===== config.mk =====
export PLATFORM = sky130hd
export DESIGN_NAME = bypass_data_path
export DESIGN_NICKNAME = d
export VERILOG_FILES = /design/src/rtl/bypass_pkg.sv /design/src/rtl/bypass_sel3.sv /design/src/rtl/bypass_data_path.sv
export SDC_FILE = /design/constraint.sdc
export NUM_CORES = 1
export LEC_CHECK = 0
export CAP_MARGIN = 5
export CORE_MARGIN = 10
export CORE_UTILIZATION = 64
export DETAILED_ROUTE_END_ITERATION = 7
export DONT_BUFFER_PORTS = 1
export GPL_TIMING_DRIVEN = 1
export PLACE_DENSITY = 0.8
export SYNTH_ARGS = -nofsm -noshare
export SYNTH_HDL_FRONTEND = slang
export SYNTH_SLANG_ARGS = --single-unit

===== constraint.sdc =====
create_clock -name CLK -period 1.9 [get_ports CLK]
set_input_delay 0.475 -clock CLK [delete_from_list [all_inputs] [get_ports CLK]]
set_output_delay 0.475 -clock CLK [all_outputs]
set_load 0.1 [all_outputs]

===== src/rtl/bypass_pkg.sv =====
// Shared types and constants for the operand bypass network.
// Distance constants index the forwarding-control bits (1, 2, 3 instructions back).
package bypass_pkg;

    localparam int DATA_W = 32;
    localparam int CTL_W  = 3;
    localparam int N_OPS  = 5;

    localparam int DIST1 = 0;
    localparam int DIST2 = 1;
    localparam int DIST3 = 2;

    localparam int OP_ALU_A = 0;
    localparam int OP_ALU_B = 1;
    localparam int OP_MEMW  = 2;
    localparam int OP_CMP_A = 3;
    localparam int OP_CMP_B = 4;

    typedef enum logic [0:0] {
        RUN   = 1'b0,
        STALL = 1'b1
    } state_t;

    // After a one-cycle bubble every producer is one step older, so the select moves up one bit.
    function automatic logic [CTL_W-1:0] shift_older(input logic [CTL_W-1:0] ctl);
        logic [CTL_W-1:0] res;
        res = ctl << 2'd1;
        return res;
    endfunction

endpackage


===== src/rtl/bypass_sel3.sv =====
// Priority select of one operand: nearest producer wins, register file is the fallback.
module bypass_sel3
    import bypass_pkg::*;
(
    input  logic [CTL_W-1:0]  ctl,
    input  logic [DATA_W-1:0] exe_val,
    input  logic [DATA_W-1:0] mem_val,
    input  logic [DATA_W-1:0] wb_val,
    input  logic [DATA_W-1:0] reg_val,
    output logic [DATA_W-1:0] sel_val
);

    // Fixed-priority source selection
    always_comb begin
        sel_val = reg_val;
        if (ctl[DIST1]) begin
            sel_val = exe_val;
        end else if (ctl[DIST2]) begin
            sel_val = mem_val;
        end else if (ctl[DIST3]) begin
            sel_val = wb_val;
        end else begin
            sel_val = reg_val;
        end
    end

endmodule


===== src/rtl/bypass_data_path.sv =====
// Registered operand forwarding with a one-cycle load-use bubble (RUN/STALL FSM).
// Optional macro FWD_CMP_EN enables forwarding and load-use detection on compare operands.
module bypass_data_path
    import bypass_pkg::*;
(
    input  logic              CLK,
    input  logic              RESET,
    input  logic [CTL_W-1:0]  Fwd2ALU_opA_ctl,
    input  logic [CTL_W-1:0]  Fwd2ALU_opB_ctl,
    input  logic [CTL_W-1:0]  Fwd2ALU_MemWrite_ctl,
    input  logic [CTL_W-1:0]  Fwd2Cmp_opA_ctl,
    input  logic [CTL_W-1:0]  Fwd2Cmp_opB_ctl,
    input  logic [DATA_W-1:0] RegA_in,
    input  logic [DATA_W-1:0] RegB_in,
    input  logic [DATA_W-1:0] ExeResult,
    input  logic              ExeIsLoad,
    input  logic [DATA_W-1:0] MemResult,
    input  logic [DATA_W-1:0] WbResult,
    input  logic              Advance,
    output logic [DATA_W-1:0] ALU_opA,
    output logic [DATA_W-1:0] ALU_opB,
    output logic [DATA_W-1:0] MemWriteData,
    output logic [DATA_W-1:0] Cmp_opA,
    output logic [DATA_W-1:0] Cmp_opB,
    output logic              Stall
);

    state_t             state_r;
    logic [CTL_W-1:0]   live_ctl_s  [N_OPS];
    logic [CTL_W-1:0]   latch_ctl_r [N_OPS];
    logic [CTL_W-1:0]   use_ctl_s   [N_OPS];
    logic [DATA_W-1:0]  reg_src_s   [N_OPS];
    logic [DATA_W-1:0]  sel_s       [N_OPS];
    logic               hit_s;

    assign live_ctl_s[OP_ALU_A] = Fwd2ALU_opA_ctl;
    assign live_ctl_s[OP_ALU_B] = Fwd2ALU_opB_ctl;
    assign live_ctl_s[OP_MEMW]  = Fwd2ALU_MemWrite_ctl;

`ifdef FWD_CMP_EN
    assign live_ctl_s[OP_CMP_A] = Fwd2Cmp_opA_ctl;
    assign live_ctl_s[OP_CMP_B] = Fwd2Cmp_opB_ctl;
`else
    // Compare operands come straight from the register file in this build.
    logic unused_cmp_ctl_s;
    assign unused_cmp_ctl_s     = ^{Fwd2Cmp_opA_ctl, Fwd2Cmp_opB_ctl};
    assign live_ctl_s[OP_CMP_A] = 3'b000;
    assign live_ctl_s[OP_CMP_B] = 3'b000;
`endif

    assign reg_src_s[OP_ALU_A] = RegA_in;
    assign reg_src_s[OP_ALU_B] = RegB_in;
    assign reg_src_s[OP_MEMW]  = RegB_in;
    assign reg_src_s[OP_CMP_A] = RegA_in;
    assign reg_src_s[OP_CMP_B] = RegB_in;

    // Load-use hazard: any operand wants the 1-back result while it is still a pending load
    always_comb begin
        hit_s = 1'b0;
        for (int i = 0; i < N_OPS; i++) begin
            hit_s = hit_s | live_ctl_s[i][DIST1];
        end
        hit_s = hit_s & ExeIsLoad;
    end

    // Select source: live controls in RUN, aged latched controls while completing a bubble
    always_comb begin
        for (int i = 0; i < N_OPS; i++) begin
            if (state_r == STALL) begin
                use_ctl_s[i] = shift_older(latch_ctl_r[i]);
            end else begin
                use_ctl_s[i] = live_ctl_s[i];
            end
        end
    end

    for (genvar g = 0; g < N_OPS; g++) begin : g_sel
        bypass_sel3 u_sel (
            .ctl     (use_ctl_s[g]),
            .exe_val (ExeResult),
            .mem_val (MemResult),
            .wb_val  (WbResult),
            .reg_val (reg_src_s[g]),
            .sel_val (sel_s[g])
        );
    end

    // FSM, latched controls and registered operand outputs
    always_ff @(posedge CLK or negedge RESET) begin
        if (!RESET) begin
            state_r      <= RUN;
            Stall        <= 1'b0;
            ALU_opA      <= 32'h0000_0000;
            ALU_opB      <= 32'h0000_0000;
            MemWriteData <= 32'h0000_0000;
            Cmp_opA      <= 32'h0000_0000;
            Cmp_opB      <= 32'h0000_0000;
            for (int i = 0; i < N_OPS; i++) begin
                latch_ctl_r[i] <= 3'b000;
            end
        end else if (Advance) begin
            case (state_r)
                RUN: begin
                    if (hit_s) begin
                        state_r <= STALL;
                        Stall   <= 1'b1;
                        for (int i = 0; i < N_OPS; i++) begin
                            latch_ctl_r[i] <= live_ctl_s[i];
                        end
                    end else begin
                        Stall        <= 1'b0;
                        ALU_opA      <= sel_s[OP_ALU_A];
                        ALU_opB      <= sel_s[OP_ALU_B];
                        MemWriteData <= sel_s[OP_MEMW];
                        Cmp_opA      <= sel_s[OP_CMP_A];
                        Cmp_opB      <= sel_s[OP_CMP_B];
                    end
                end
                STALL: begin
                    state_r      <= RUN;
                    Stall        <= 1'b0;
                    ALU_opA      <= sel_s[OP_ALU_A];
                    ALU_opB      <= sel_s[OP_ALU_B];
                    MemWriteData <= sel_s[OP_MEMW];
                    Cmp_opA      <= sel_s[OP_CMP_A];
                    Cmp_opB      <= sel_s[OP_CMP_B];
                end
                default: begin
                    state_r <= RUN;
                    Stall   <= 1'b0;
                end
            endcase
        end else begin
            state_r <= state_r;
        end
    end

endmodule


==> impl_summary.md <==
STA
The number of hold-slack violations in the final timing report was ~170. The smallest setup slack after layout is around 0.044 ns. The final-layout setup total negative slack is 0 ns. The setup clock skew after layout is 0.00706 ns.

Timing would allow up to about 540 MHz. The actual transition at the worst max-transition pin is 0.483 ns. Setup repair after global routing left no endpoint under its margin.

Dividing the final minimum period by the clock period gives 0.977. The worst pin sits at a relative slew slack of 0.678. After layout, the minimum clock period comes to about 1.9 ns. The final-report setup violation count is 0. The number of max-slew violations in the final report was 0. The worst-case hold slack is -0.265 ns.

Synthesis
The synthesized design contains 167 register bits. The number of library cell types mapped by synthesis is 24. For this run, the register share of the synthesized area comes to 0.485. The area of the mapped netlist is 8620 µm². The post-synthesis cell count is 1064. The average size of a mapped cell is just over 8 µm². The post-synthesis net count is between 1000 and 1500. The number of warnings reported in the yosys synthesis log is 0.

Floorplan
The cell row count is 42. The initial utilization of the core area, before any placement, comes to 0.651. The die area is 18500 µm². The die span in x is ~140 µm.

The top-level port count is between 300 and 400. The area of the core region is 13200 µm². Measured along the y axis, the die boundary spans roughly 140 µm.

Setup path
The kind of capture point of the worst setup path is an output pin. Along the worst path, the maximum fanout reaches 19. The launching element type of the critical path is a flip-flop. Walking the worst path, the cells encountered are buf_6 -> buf_8. The highest-delay cell along the critical path is dfrtp_4.

For the worst setup path, the data required time is 1.42 ns. The class of the most critical setup path is reg2out. The arrival time at the worst endpoint is 1.38 ns. For this run, the slowest stage of the critical path takes ~0.52 ns.

Route
Dividing the detail-routed via count by the number of cells gives between 6 and 7. The count of TritonRoute iterations in the first routing pass is 8. After detailed routing, the number of remaining DRC violations is 0.

The routed layout has 9110 vias. The average wire length per cell after detail routing is ~24 µm. The number of nets with antenna violations after detailed routing is 0. The first routing iteration left 1037 violations.

The wire length after detailed routing is 34000 µm.

Layout
The most common cell after layout, fill and taps aside is nand2_1. The filler cells instantiated in the layout total 843. Leaving out filler cells and counting taps, the final layout contains about 1400.

The net count of the finished layout is roughly 1400. After routing the design area is 10900 µm². In the layout the commonest cells are 482 x nand2_1, 184 x buf_4, 166 x dfrtp_1.

The relative area change from synthesis to final layout is 26.7%. The ratio of cells with drive above 1 in the final layout is 0.211.

Place
The half-perimeter wire length after detailed placement is between 20000 and 25000 µm. Buffers placed on the I/O ports in this run total 0. The minimum setup slack after placement is -0.00628 ns. After detailed placement, the total cell area comes to 10200 µm².

The number of placed cells counting well taps is ~1400. At the end of routability-driven placement, the weighted congestion stood at between 0.8 and 0.9.

Global route
The number of global-route vias before repair is around 9100. The number of antenna violations at the first check in global routing came to 1. The maximum number of pins on one net before global-route repair is around 170. The overflow left after global routing is 0. The global-route usage over all layers is 0.355. The wire length of the first global-routing pass is about 50000 µm.

Clock tree
The cell at the root of the clock tree is clkbuf_16. The insertion delay to the later sink of the worst-skew pair is 0.43 ns. Buffers inserted during clock tree synthesis total 17. The clock-pin slew of the registers on the worst-case setup and hold paths is around 0.070 ns.

CTS saw ~170 sinks. In this run the deepest clock path goes through 2 buffers. The number of setup buffers added after CTS is 0. The CTS H-tree depth is 4. TritonCTS built the clock tree.

Power and ir drop
The power per cell area is approximately 1600 nW/µm². The leakage component of the power is between 5 and 6 nW. The maximum vdd drop is between 0.7 and 0.8 mV.

Hold path
In this run the worst hold path is classified as in2async.

Flow run
The tool flagged a number of max-cap violations equal to 0.

Status
The checks that failed: hold timing. The run finished, with violations left.
## worst max-delay path, delay by kind of cell (launching register included)
family | cells | cell delay (ns)
flip-flops | 1 | 0.52
buffers and inverters | 2 | 0.42
## final timing paths
kind                                   from                to  slack [ns]  depth (start not counted)
worst max-delay path                state_r             Stall        0.04                          2
worst min-delay path                  RESET        Cmp_opA[0]       -0.27                          0
worst max register to register      state_r  MemWriteData[21]        0.08                          6
worst min register to register  Cmp_opB[29]       Cmp_opB[29]        0.48                          2
max in group asynchronous             RESET       ALU_opA[10]        1.89                          0
min in group CLK                 RegB_in[6]        Cmp_opB[6]        0.14                          2
## stage by stage
step,util,total power [mW]
after detailed placement,0.774,13.3
after CTS,0.822,17.0
after floorplan,-,11.2
after global placement,0.774,13.2
final,0.825,17.1
after global routing,0.825,17.6
## cell type report
class / instances / area, µm² / area share
sequential: 167 / 4180 / 0.383
multi-input combinational: 812 / 4140 / 0.379
timing repair buffer: 205 / 1750 / 0.160
clock buffer: 17 / 425 / 0.0389
tap: 176 / 220 / 0.0202
clock inverter: 15 / 201 / 0.0184
inverter: 2 / 7.51 / 0.000687
antenna: 1 / 2.50 / 0.000229
## cells by family after synthesis
kind of cell,share of synthesized area
multiplexers,0.0152
AND/OR/NAND/NOR,0.291
AO/OA/AOI/OAI,0.165
buffers and inverters,0.0440
flip-flops,0.485
## per-layer routing
layer | global-route usage | up-vias | wire length, µm
met1 | 0.385 | 4193 | 10600
met5 | 0 | - | 0
met2 | 0.581 | 795 | 16300
met4 | 0.193 | 0 | 1710
met3 | 0.148 | 185 | 5380
li1 | - | 3937 | -
## flip-flops by register name, indices dropped and copies added, names as in the netlist
register and flops:
latch_ctl_r 6, ALU_opA 32, Cmp_opA 32, MemWriteData 32
Cmp_opB 32, state_r 1, ALU_opB 32
## power by group
group	switching [mW]	internal, mW	total [mW]	leakage [nW]
clock	1.51	2.21	3.72	0.300
sequential	0.273	4.24	4.51	2.03
combinational	7.08	1.83	8.91	3.13
## synthesized netlist by cell type, drive strengths merged
cell / instances / area share
mux2i: 3 / 0.0035
inv: 2 / 0.00087
a21boi: 1 / 0.0013
o21ai: 95 / 0.055
nor2: 7 / 0.0030
nor3: 1 / 0.00058
and3: 95 / 0.069
a22o: 1 / 0.0010
nand3: 2 / 0.0012
o221ai: 95 / 0.097
buf: 32 / 0.021
a21bo: 1 / 0.0012
or3: 1 / 0.0013
nand2b: 6 / 0.0044
a2bb2oi: 5 / 0.0051
clkbuf: 51 / 0.022
nor2b: 1 / 0.00073
mux2: 9 / 0.012
dfrtp: 167 / 0.48
nor4: 1 / 0.00073
o21a: 6 / 0.0052
nand2: 482 / 0.21
## repair_timing
item | in CTS | in global routing
setup endpoints to repair | 13 | 101
gates resized for setup | 2 | 12
endpoints found under the hold margin | 167 | 167
pin swaps | 0 | 0
No activity file was read; power rests on OpenSTA's default activity.
